--- src/rtl/mod_updown_counter.sv ---
// Parametrised up/down counter with modulus, load, wrap/saturate bound modes and wrap/overflow status.
// Registered count/wrap/ovf (1-cycle latency); tc is combinational from count and up.
module mod_updown_counter #(
  parameter int              WIDTH   = 8,
  parameter longint unsigned MODULUS = 64'd1 << WIDTH,
  parameter longint unsigned RST_VAL = 0
) (
  input  logic             clk,
  input  logic             rst,
  input  logic             en,
  input  logic             up,
  input  logic             sat,
  input  logic             load,
  input  logic [WIDTH-1:0] load_val,
  input  logic             clr_ovf,
  output logic [WIDTH-1:0] count,
  output logic             tc,
  output logic             wrap,
  output logic             ovf
);

  localparam logic [WIDTH-1:0] MAXV = WIDTH'(MODULUS - 64'd1);
  localparam logic [WIDTH-1:0] RSTV = WIDTH'(RST_VAL);

  logic [WIDTH-1:0] count_nxt;
  logic             wrap_nxt;
  logic             ovf_nxt;
  logic             at_bound;

  // The bound in the current direction doubles as the terminal-count output.
  assign at_bound = up ? (count == MAXV) : (count == '0);
  assign tc       = at_bound;

  always_comb begin
    count_nxt = count;
    wrap_nxt  = 1'b0;
    ovf_nxt   = ovf & ~clr_ovf;
    if (load) begin
      count_nxt = (load_val > MAXV) ? MAXV : load_val;
    end else if (en) begin
      if (at_bound) begin
        ovf_nxt = 1'b1;
        if (!sat) begin
          // Explicit wrap target so a short modulus never depends on 2**WIDTH rollover.
          count_nxt = up ? '0 : MAXV;
          wrap_nxt  = 1'b1;
        end
      end else begin
        count_nxt = up ? count + WIDTH'(1) : count - WIDTH'(1);
      end
    end
  end

  always_ff @(posedge clk) begin
    if (rst) begin
      count <= RSTV;
      wrap  <= 1'b0;
      ovf   <= 1'b0;
    end else begin
      count <= count_nxt;
      wrap  <= wrap_nxt;
      ovf   <= ovf_nxt;
    end
  end

endmodule
--- config.mk ---
export PLATFORM = sky130hd
export DESIGN_NAME = mod_updown_counter
export DESIGN_NICKNAME = d
export VERILOG_FILES = /design/src/rtl/mod_updown_counter.sv
export SDC_FILE = /design/constraint.sdc
export NUM_CORES = 1
export LEC_CHECK = 0
export BUFFER_PORTS_ARGS = -buffer_cell sky130_fd_sc_hd__buf_4
export CORE_AREA = 2 2 44 62
export CTS_BUF_LIST = sky130_fd_sc_hd__clkbuf_8 sky130_fd_sc_hd__clkbuf_16
export DETAILED_ROUTE_END_ITERATION = 8
export DIE_AREA = 0 0 46 64
export GPL_TIMING_DRIVEN = 0
export HOLD_SLACK_MARGIN = 0.05
export PLACE_DENSITY = 0.7
export SKIP_LAST_GASP = 1
export SYNTH_ARGS = -nofsm -noshare
export SYNTH_HDL_FRONTEND = slang
export SYNTH_SLANG_ARGS = --single-unit
--- constraint.sdc ---
create_clock -name clk -period 4.6 [get_ports clk]
set_input_delay 0.69 -clock clk [delete_from_list [all_inputs] [get_ports clk]]
set_output_delay 0.69 -clock clk [all_outputs]
set_load 0.005 [all_outputs]
==> flow_summary.json <==
{
  "grt_pass1_vias": 833,
  "setup_viol": 0,
  "worstPathCellList": "buf_4, inv_1, nor4_4, nor2_1, inv_1, buf_4",
  "drv_slew": 0,
  "irDropWorstVdd_mv": 0.0923,
  "crit_path_max_incr_delay_ps": 460,
  "cts-hold-fix-buffers": 0,
  "finalHoldViolations": 0,
  "post_cts_buffers": 0,
  "crit_type": "primary input to output port",
  "slowest_stage": "nor4_4",
  "cts_tree": "done",
  "synth_area_um2": 866,
  "yosys-top-cells-count": "nor2_1 (17), inv_1 (11), dfxtp_1 (10), ha_1 (6), nor3_1 (6)",
  "routabilityCongestion": 0.922,
  "preCtsSetupSlack_ps": 1860,
  "syn_area_per_cell_um2": 8.17,
  "io_pins": 26,
  "ctsResizeCount": 0,
  "grt.total_usage_pct": 15.6,
  "clk_pin_slew_ps": 40,
  "num-nets-final": 158,
  "critPathArrivalTime_ps": 1870,
  "final_antenna_net_count": 0,
  "drcViolationCount": 0,
  "die_x_um": 46,
  "start_util_pct": 36.6,
  "ys_warn_count": 0,
  "critPathCapture": "tc",
  "synth_cell_types": 38,
  "status": "complete, no violations",
  "cp.required_ps": 3910,
  "period_share_pct": 55.7,
  "syn_nets": 128,
  "synth.most_common_cell": "nor2_1",
  "dieArea_um2": 2940,
  "die_h_um": 64,
  "drive_above_1_share_pct": 28.4,
  "clock_path_buffers": 2,
  "cts-buffers-inserted": 3,
  "fmaxAchievable_mhz": 390,
  "crit_path_max_fanout": 8,
  "antenna_cells": 0,
  "yosysTopAreaCell": "dfxtp_1",
  "critPathLaunch": "up",
  "rows": 21,
  "relSlewSlack_pct": 64.8,
  "syn_to_final_growth_pct": 29.8,
  "rsz0062_at_grt": "no",
  "power_density_nw_per_um2": 275,
  "yosys_most_used_dff": "dfxtp_1",
  "htreeDepth": 1,
  "grt_max_degree": 11,
  "fin_ws_ps": 2040,
  "final_core_util_pct": 47.5,
  "leakagePower_nw": 0.514,
  "cts_sinks": 10,
  "antenna_found_initial": 0,
  "yosys-top-cells-area": "dfxtp_1 (23%), ha_1 (8.7%), nor2_1 (7.4%)",
  "maxCapViolCount": 0,
  "fin_crit_ps": 2560,
  "start_kind": "primary input",
  "fill_cells": 230,
  "ys_seq_elements": 10,
  "dp_hpwl_mm": 1.81,
  "clock_latency_ps": 240,
  "synthCells": 106,
  "worst_pin_slew_ps": 529,
  "via_count": 926,
  "core_um2": 2360,
  "synth_top_area_share_pct": 23.1,
  "grt-ovfl-total": 0,
  "viasPerCell": 5.90,
  "root_buffer": "clkbuf_8",
  "synth_seq_area_share_pct": 23.1,
  "hp-class": "register to register",
  "io_buffer_count": 25,
  "worst_r2r_path_depth": 6,
  "r2r-start": "count[1]$_SDFFE_PP0P_",
  "finalSetupTns_ps": 0,
  "crit_path_end_kind": "output port",
  "synth_edf_count": 0,
  "wire_per_inst_um": 14.3,
  "reg2reg_setup_slack_ps": 2510,
  "synthArstFlopShare_pct": 0,
  "grt_pass1_wl_mm": 3.46,
  "drt_first_pass_iters": 4,
  "drt_wl_total_mm": 2.24,
  "drt_iter0_drc": 15,
  "finalClockSkew_ps": 0.793,
  "worstReg2RegEnd": "count[7]$_SDFFE_PP0P_"
}
## flip-flops by register name, indices dropped and copies added (netlist names)
name,cells
count,8
ovf,1
wrap,1
## worst min path at each step
stage | slack (ps) | from | to | depth (start not counted)
floorplan | 470 | ovf$_SDFF_PP0_ | ovf$_SDFF_PP0_ | 2
global placement | 460 | ovf$_SDFF_PP0_ | ovf$_SDFF_PP0_ | 2
detailed placement | 470 | ovf$_SDFF_PP0_ | ovf$_SDFF_PP0_ | 2
CTS | 480 | ovf$_SDFF_PP0_ | ovf$_SDFF_PP0_ | 2
global route | 480 | ovf$_SDFF_PP0_ | ovf$_SDFF_PP0_ | 2
finish | 480 | ovf$_SDFF_PP0_ | ovf$_SDFF_PP0_ | 2
## per-stage QoR
stage / power [mW] / instance area [um^2] / hold WS [ps] / cells
2_1_floorplan: 0.181 / 866 / 466 / 106
4_1_cts: 0.308 / 1120 / 478 / 157
6_report: 0.310 / 1120 / 476 / 157
3_5_place_dp: 0.220 / 1080 / 470 / 154
5_1_grt: 0.329 / 1120 / 481 / 157
3_3_place_gp: 0.216 / 1080 / 462 / 154
## cell usage in the layout, fill, tap and decap left out, types with 3 or more instances in the layout
master | netlist | final
o211ai_1 | 3 | 3
a211oi_1 | 5 | 5
inv_1 | 11 | 11
a21oi_1 | 5 | 5
o21ai_0 | 4 | 4
xor2_1 | 3 | 3
dfxtp_1 | 10 | 10
nor2_1 | 17 | 17
clkbuf_8 | 0 | 3
ha_1 | 6 | 6
nor3_1 | 6 | 6
buf_4 | 0 | 25
a2111oi_2 | 3 | 3
## report_power, final
part / internal [mW] / total [mW] / switching [mW]
registers: 0.0942 / 0.106 / 0.0118
logic: 0.0551 / 0.113 / 0.0581
clock network: 0.0572 / 0.0904 / 0.0332
total: 0.206 / 0.310 / 0.103
## logic make-up after synthesis
family / Yosys count / share of synthesized area, %
simple gates: 37 / 23.0
compound gates: 33 / 31.1
buf+inv: 13 / 5.64
flops: 10 / 23.1
fa+ha+maj: 7 / 11.0
xor+xnor: 5 / 5.06
mux: 1 / 1.16
## worst max-delay path: cells and delay by family
kind | cells | cell delay [ps]
and+or+nand+nor | 2 | 650
buffers and inverters | 4 | 530
## per-layer routing
| layer | wire (um) | vias to the layer above | global-route usage [%] |
|---|---|---|---|
| li1 | - | 455 | - |
| met1 | 913 | 438 | 16.0 |
| met2 | 1200 | 28 | 29.9 |
| met3 | 96 | 5 | 0.847 |
| met4 | 36 | 0 | 6.43 |
| met5 | 0 | - | 0 |
## area by class of cell
type	instances	area, um^2	area share (%)
Inverter	11	41.3	3.67
Sequential cell	10	200	17.8
Multi-Input combinational cell	83	617	54.9
Buffer	2	7.51	0.668
Tap cell	23	28.8	2.56
Clock buffer	3	41.3	3.67
Timing Repair Buffer	25	188	16.7
(Power assumes the default switching activity.)
